===== src/rtl/ifu_fetch.sv =====
// Instruction fetch unit: one outstanding read between the PC stage and instruction memory.
// Optional build macro IFU_ALIGN_CHECK_EN turns misaligned PCs into local fetch faults.
module ifu_fetch #(
    parameter logic [31:0] RESET_ADDR = 32'h8000_0000
) (
    input  logic        clk,
    input  logic        rst,
    input  logic [31:0] pc,
    input  logic        pc_valid,
    input  logic        flush,
    output logic        fetch_busy,
    output logic        req_valid,
    output logic [31:0] req_addr,
    input  logic        req_ready,
    input  logic        rsp_valid,
    input  logic [31:0] rsp_data,
    input  logic        rsp_err,
    output logic        inst_valid,
    output logic [31:0] inst,
    output logic [31:0] inst_pc,
    output logic        inst_err,
    input  logic        inst_ready
);

    localparam logic [1:0] IDLE = 2'd0;
    localparam logic [1:0] REQ  = 2'd1;
    localparam logic [1:0] WAIT = 2'd2;
    localparam logic [1:0] HOLD = 2'd3;

    logic [1:0] state;
    logic       drop;

    assign fetch_busy = (state != IDLE);

    always_ff @(posedge clk) begin
        if (rst) begin
            state      <= IDLE;
            drop       <= 1'b0;
            req_valid  <= 1'b0;
            req_addr   <= RESET_ADDR;
            inst_valid <= 1'b0;
            inst       <= 32'h0;
            inst_pc    <= RESET_ADDR;
            inst_err   <= 1'b0;
        end else begin
            case (state)
                IDLE: begin
                    if (pc_valid && !flush) begin
`ifdef IFU_ALIGN_CHECK_EN
                        if (pc[1:0] != 2'b00) begin
                            inst       <= 32'h0;
                            inst_err   <= 1'b1;
                            inst_pc    <= pc;
                            inst_valid <= 1'b1;
                            state      <= HOLD;
                        end else begin
                            req_addr  <= pc;
                            req_valid <= 1'b1;
                            state     <= REQ;
                        end
`else
                        req_addr  <= {pc[31:2], 2'b00};
                        req_valid <= 1'b1;
                        state     <= REQ;
`endif
                    end
                end
                REQ: begin
                    // A raised request is never withdrawn; a flush only marks it for discard.
                    if (flush) begin
                        drop <= 1'b1;
                    end
                    if (req_ready) begin
                        req_valid <= 1'b0;
                        state     <= WAIT;
                    end
                end
                WAIT: begin
                    if (rsp_valid) begin
                        if (drop || flush) begin
                            drop  <= 1'b0;
                            state <= IDLE;
                        end else begin
                            inst       <= rsp_data;
                            inst_err   <= rsp_err;
                            inst_pc    <= req_addr;
                            inst_valid <= 1'b1;
                            state      <= HOLD;
                        end
                    end else if (flush) begin
                        drop <= 1'b1;
                    end
                end
                HOLD: begin
                    if (flush || inst_ready) begin
                        inst_valid <= 1'b0;
                        state      <= IDLE;
                    end
                end
                default: begin
                    state <= IDLE;
                end
            endcase
        end
    end

endmodule


===== config.mk =====
export PLATFORM = sky130hd
export DESIGN_NAME = ifu_fetch
export DESIGN_NICKNAME = d
export VERILOG_FILES = /design/src/rtl/ifu_fetch.sv
export SDC_FILE = /design/constraint.sdc
export NUM_CORES = 1
export LEC_CHECK = 0
export BUFFER_PORTS_ARGS = -buffer_cell sky130_fd_sc_hd__buf_4
export CORE_ASPECT_RATIO = 1.75
export CORE_UTILIZATION = 48
export DETAILED_ROUTE_END_ITERATION = 8
export GPL_TIMING_DRIVEN = 0
export MAX_ROUTING_LAYER = met4
export PLACE_DENSITY = 0.8
export SYNTH_ARGS = -nofsm -noshare
export SYNTH_HDL_FRONTEND = slang
export SYNTH_SLANG_ARGS = --single-unit

===== constraint.sdc =====
create_clock -name clk -period 1.6 [get_ports clk]
set_input_delay 0.08 -clock clk [delete_from_list [all_inputs] [get_ports clk]]
set_output_delay 0.08 -clock clk [all_outputs]
set_load 0.005 [all_outputs]

==> metrics.txt <==
# TYPE chip_impl_metric gauge
chip_impl_info{name="status",value="finished, final reports clean"} 1
chip_impl_metric{name="critical_path_peak_fanout",unit=""} 10
chip_impl_metric{name="groute.usage.overall",unit="%"} 25.85
chip_impl_metric{name="timing.fmax",unit="GHz"} 0.6437
chip_impl_metric{name="place_congestion",unit=""} 0.8438
chip_impl_metric{name="core_region_area",unit="um2"} 8368
chip_impl_metric{name="setup_viol_count_final",unit=""} 0
chip_impl_metric{name="critPathRequiredTime",unit="ns"} 1.80
chip_impl_metric{name="clock_sink_count",unit=""} 98
chip_impl_info{name="end_kind",value="flop"} 1
chip_impl_metric{name="globalRouteOverflowTotal",unit=""} 0
chip_impl_info{name="worst_hold_class",value="in -> reg"} 1
chip_impl_metric{name="io_buffers",unit=""} 164
chip_impl_metric{name="clockBufferDepth",unit=""} 2
chip_impl_metric{name="drive_gt1_share",unit="%"} 31.50
chip_impl_metric{name="syn_avg_cell_area",unit="um2"} 9.397
chip_impl_metric{name="cts_inserted_buffers",unit=""} 9
chip_impl_metric{name="global_route_wire_length_before_repair",unit="um"} 17630
chip_impl_metric{name="first_global_vias",unit=""} 3684
chip_impl_metric{name="hpwlAfterDp",unit="um"} 7818
chip_impl_info{name="setup_repair_after_global_routing_missed_its_margin",value="true"} 1
chip_impl_metric{name="final_worst_slack",unit="ns"} 0.04648
chip_impl_info{name="mostFrequentLayoutCell",value="sky130_fd_sc_hd__buf_4"} 1
chip_impl_metric{name="drt_first_pass_iters",unit=""} 4
chip_impl_metric{name="overall_routed_net_length",unit="um"} 11160
chip_impl_info{name="holdCritStartpoint",value="rsp_data[10]"} 1
chip_impl_metric{name="n_diodes",unit=""} 0
chip_impl_metric{name="final-max-slew-violation-count",unit=""} 0
chip_impl_metric{name="hold_violations",unit=""} 0
chip_impl_metric{name="netlist_instances",unit=""} 443
chip_impl_metric{name="synth.cell_area",unit="um2"} 4163
chip_impl_metric{name="antenna_found_initial",unit=""} 0
chip_impl_metric{name="ys_seq_area_share",unit="%"} 47.13
chip_impl_info{name="clockRootBuffer",value="sky130_fd_sc_hd__clkbuf_16"} 1
chip_impl_metric{name="synth_simple_gate_area_share",unit="%"} 26.36
chip_impl_metric{name="dp_worst_setup_slack",unit="ns"} 0.01276
chip_impl_metric{name="timing.clock.skew",unit="ns"} 0.005215
chip_impl_metric{name="post_place_cell_area",unit="um2"} 5549
chip_impl_metric{name="viasPerCell",unit=""} 4.840
chip_impl_metric{name="synth_seq_cells",unit=""} 98
chip_impl_metric{name="num-fill-cells",unit=""} 670
chip_impl_metric{name="clock_latency",unit="ns"} 0.34
chip_impl_info{name="setup.worst_path.class",value="reg -> reg"} 1
chip_impl_info{name="most-common-layout-cells",value="sky130_fd_sc_hd__buf_4, sky130_fd_sc_hd__nand2b_1, sky130_fd_sc_hd__dfxtp_1, sky130_fd_sc_hd__mux2i_1, sky130_fd_sc_hd__nand2_1"} 1
chip_impl_metric{name="routed-via-count",unit=""} 3722
chip_impl_metric{name="post-route-period-util",unit="%"} 97.10
chip_impl_metric{name="floorplan.die_area",unit="um2"} 9063
chip_impl_metric{name="routed_wire_length_per_instance",unit="um"} 14.51
chip_impl_metric{name="drv.max_cap_violation_count",unit=""} 0
chip_impl_metric{name="start_util",unit="%"} 49.75
chip_impl_metric{name="synth_xor_xnor_area_share",unit="%"} 0
chip_impl_metric{name="synth-warning-count",unit=""} 0
chip_impl_metric{name="violation_count_after_the_first_detailed_routing_iteration",unit=""} 176
chip_impl_metric{name="drtAntennaViolNets",unit=""} 0
chip_impl_info{name="synth_top_family_by_area",value="simple AND/OR/NAND/NOR gates"} 1
chip_impl_info{name="worstSetupStartpointType",value="flop"} 1
chip_impl_metric{name="drc",unit=""} 0
chip_impl_metric{name="irDropWorstVdd",unit="V"} 0.0006988
chip_impl_metric{name="clk_pin_slew_worst_paths",unit="ns"} 0.06
chip_impl_metric{name="design_area",unit="um2"} 6151
chip_impl_metric{name="grt_max_degree",unit=""} 15
chip_impl_info{name="critical_path.reg2reg.startpoint",value="state[1]"} 1
chip_impl_metric{name="layout.nets",unit=""} 722
chip_impl_metric{name="flow.area_growth_from_synthesis",unit="%"} 47.76
chip_impl_metric{name="worst-endpoint-arrival",unit="ns"} 1.76
chip_impl_metric{name="synth_cell_types",unit=""} 27
chip_impl_metric{name="synth_compound_gate_area_share",unit="%"} 5.711
chip_impl_metric{name="ios",unit=""} 172
chip_impl_metric{name="final_critical_delay_including_setup_and_external_delays",unit="ns"} 1.554
chip_impl_info{name="worst_setup_path_startpoint",value="state[1]"} 1
chip_impl_metric{name="synth_adder_area_share",unit="%"} 0
chip_impl_metric{name="core.rowCount",unit=""} 44
chip_impl_metric{name="synthMuxAreaShare",unit="%"} 15.15
chip_impl_metric{name="htreeDepth",unit=""} 3
chip_impl_metric{name="die_h",unit="um"} 125.2
chip_impl_metric{name="power.density_cell_area",unit="nW/um2"} 846.2
chip_impl_metric{name="final_core_util",unit="%"} 73.50
chip_impl_info{name="tritoncts",value="done"} 1
chip_impl_metric{name="final.hold.worst_slack",unit="ns"} 0.006750
chip_impl_metric{name="die-width",unit="um"} 72.40
chip_impl_metric{name="leakage_component_of_the_power",unit="uW"} 0.002522
[Yosys cell counts]
| cell type | number | area [um2] |
|---|---|---|
| sky130_fd_sc_hd__nand2b_1 | 125 | 782.0 |
| sky130_fd_sc_hd__dfxtp_1 | 98 | 1962 |
| sky130_fd_sc_hd__mux2i_1 | 63 | 630.6 |
| sky130_fd_sc_hd__nand2_1 | 61 | 229.0 |
| sky130_fd_sc_hd__a21oi_1 | 31 | 155.2 |
| sky130_fd_sc_hd__clkbuf_1 | 14 | 52.55 |
| sky130_fd_sc_hd__buf_4 | 10 | 75.07 |
| sky130_fd_sc_hd__buf_2 | 8 | 40.04 |
| sky130_fd_sc_hd__o21ai_0 | 6 | 30.03 |
| sky130_fd_sc_hd__buf_6 | 5 | 56.30 |
| sky130_fd_sc_hd__nor2_1 | 4 | 15.01 |
| sky130_fd_sc_hd__a211oi_1 | 2 | 15.01 |
| sky130_fd_sc_hd__nor3b_1 | 2 | 15.01 |
| sky130_fd_sc_hd__a21oi_2 | 1 | 8.760 |
| sky130_fd_sc_hd__a22oi_1 | 1 | 7.510 |
| sky130_fd_sc_hd__a31oi_4 | 1 | 21.27 |
| sky130_fd_sc_hd__and2b_1 | 1 | 7.510 |
| sky130_fd_sc_hd__and3_1 | 1 | 6.260 |
| sky130_fd_sc_hd__buf_1 | 1 | 3.750 |
| sky130_fd_sc_hd__conb_1 | 1 | 3.750 |
| sky130_fd_sc_hd__inv_1 | 1 | 3.750 |
| sky130_fd_sc_hd__nand3_1 | 1 | 5.000 |
| sky130_fd_sc_hd__nand3b_1 | 1 | 7.510 |
| sky130_fd_sc_hd__nor3_1 | 1 | 5.000 |
| sky130_fd_sc_hd__nor4b_1 | 1 | 8.760 |
| sky130_fd_sc_hd__or2_2 | 1 | 6.260 |
| sky130_fd_sc_hd__or4b_1 | 1 | 10.01 |
[layer usage]
metal | track usage [%] | wire length [um] | up-vias
met5 | - | 0 | -
met3 | 5.077 | 513 | 34
met4 | 13.96 | 430 | 0
li1 | - | - | 1838
met1 | 25.96 | 4255 | 1721
met2 | 45.57 | 5962 | 129
[power by group]
part           leakage, uW  switching [uW]  internal [uW]
Sequential        0.000793            36.5           2490
Combinational      0.00159             226            337
Clock             0.000142             878           1240
[cell families (layout without fill, tap and decap cells)]
logic type,Yosys count,in the layout
compound gates,42,42
buf+inv,39,247
flops,98,98
mux,63,63
other cells,1,4
simple gates,200,200
[worst paths after layout]
path / end / slack, ns / cells past startpoint
hold / removal: inst[10] / 0.007 / 3
setup / recovery: req_addr[8] / 0.05 / 6
setup reg to reg: req_addr[8] / 0.05 / 6
hold reg to reg: inst[1] / 0.47 / 2
[critical path, cell delays in order, from the launching register on]
cell	delay (ns)
sky130_fd_sc_hd__dfxtp_1	0.31
sky130_fd_sc_hd__buf_6	0.13
sky130_fd_sc_hd__or4b_1	0.53
sky130_fd_sc_hd__buf_6	0.15
sky130_fd_sc_hd__buf_6	0.13
sky130_fd_sc_hd__nand2_1	0.09
sky130_fd_sc_hd__a21oi_1	0.08
[repair_timing]
item                                    4_1_cts  5_1_grt
buffers inserted                              0        1
gates resized for setup                       3        6
hold buffers                                 28        0
hold endpoints to repair                     28        0
endpoints found under the setup margin        2       41
[final cells by class]
| class | instances | area, um2 | area share [%] |
|---|---|---|---|
| Multi-Input combinational cell | 309 | 1987 | 32.30 |
| Sequential cell | 98 | 1963 | 31.92 |
| Timing Repair Buffer | 193 | 1519 | 24.69 |
| Buffer | 38 | 247.7 | 4.028 |
| Clock buffer | 12 | 246.5 | 4.007 |
| Tap cell | 115 | 143.9 | 2.339 |
| Clock inverter | 3 | 40.04 | 0.6509 |
| Inverter | 1 | 3.754 | 0.06103 |
[state kept, by name, indices dropped and copies added (netlist names)]
| signal | cells |
|---|---|
| inst_pc | 30 |
| inst | 32 |
| state | 2 |
| inst_valid | 1 |
| req_valid | 1 |
| req_addr | 30 |
| inst_err | 1 |
| drop | 1 |
[stage by stage]
step	cells	setup TNS (ns)	total power, uW
final	769	0	5205
after global routing	769	-0.1697	5364
after CTS	768	0	5209
after detailed placement	725	0	3072
after global placement	725	0	3063
after floorplan	446	0	2809
(Power assumes the default switching activity.)
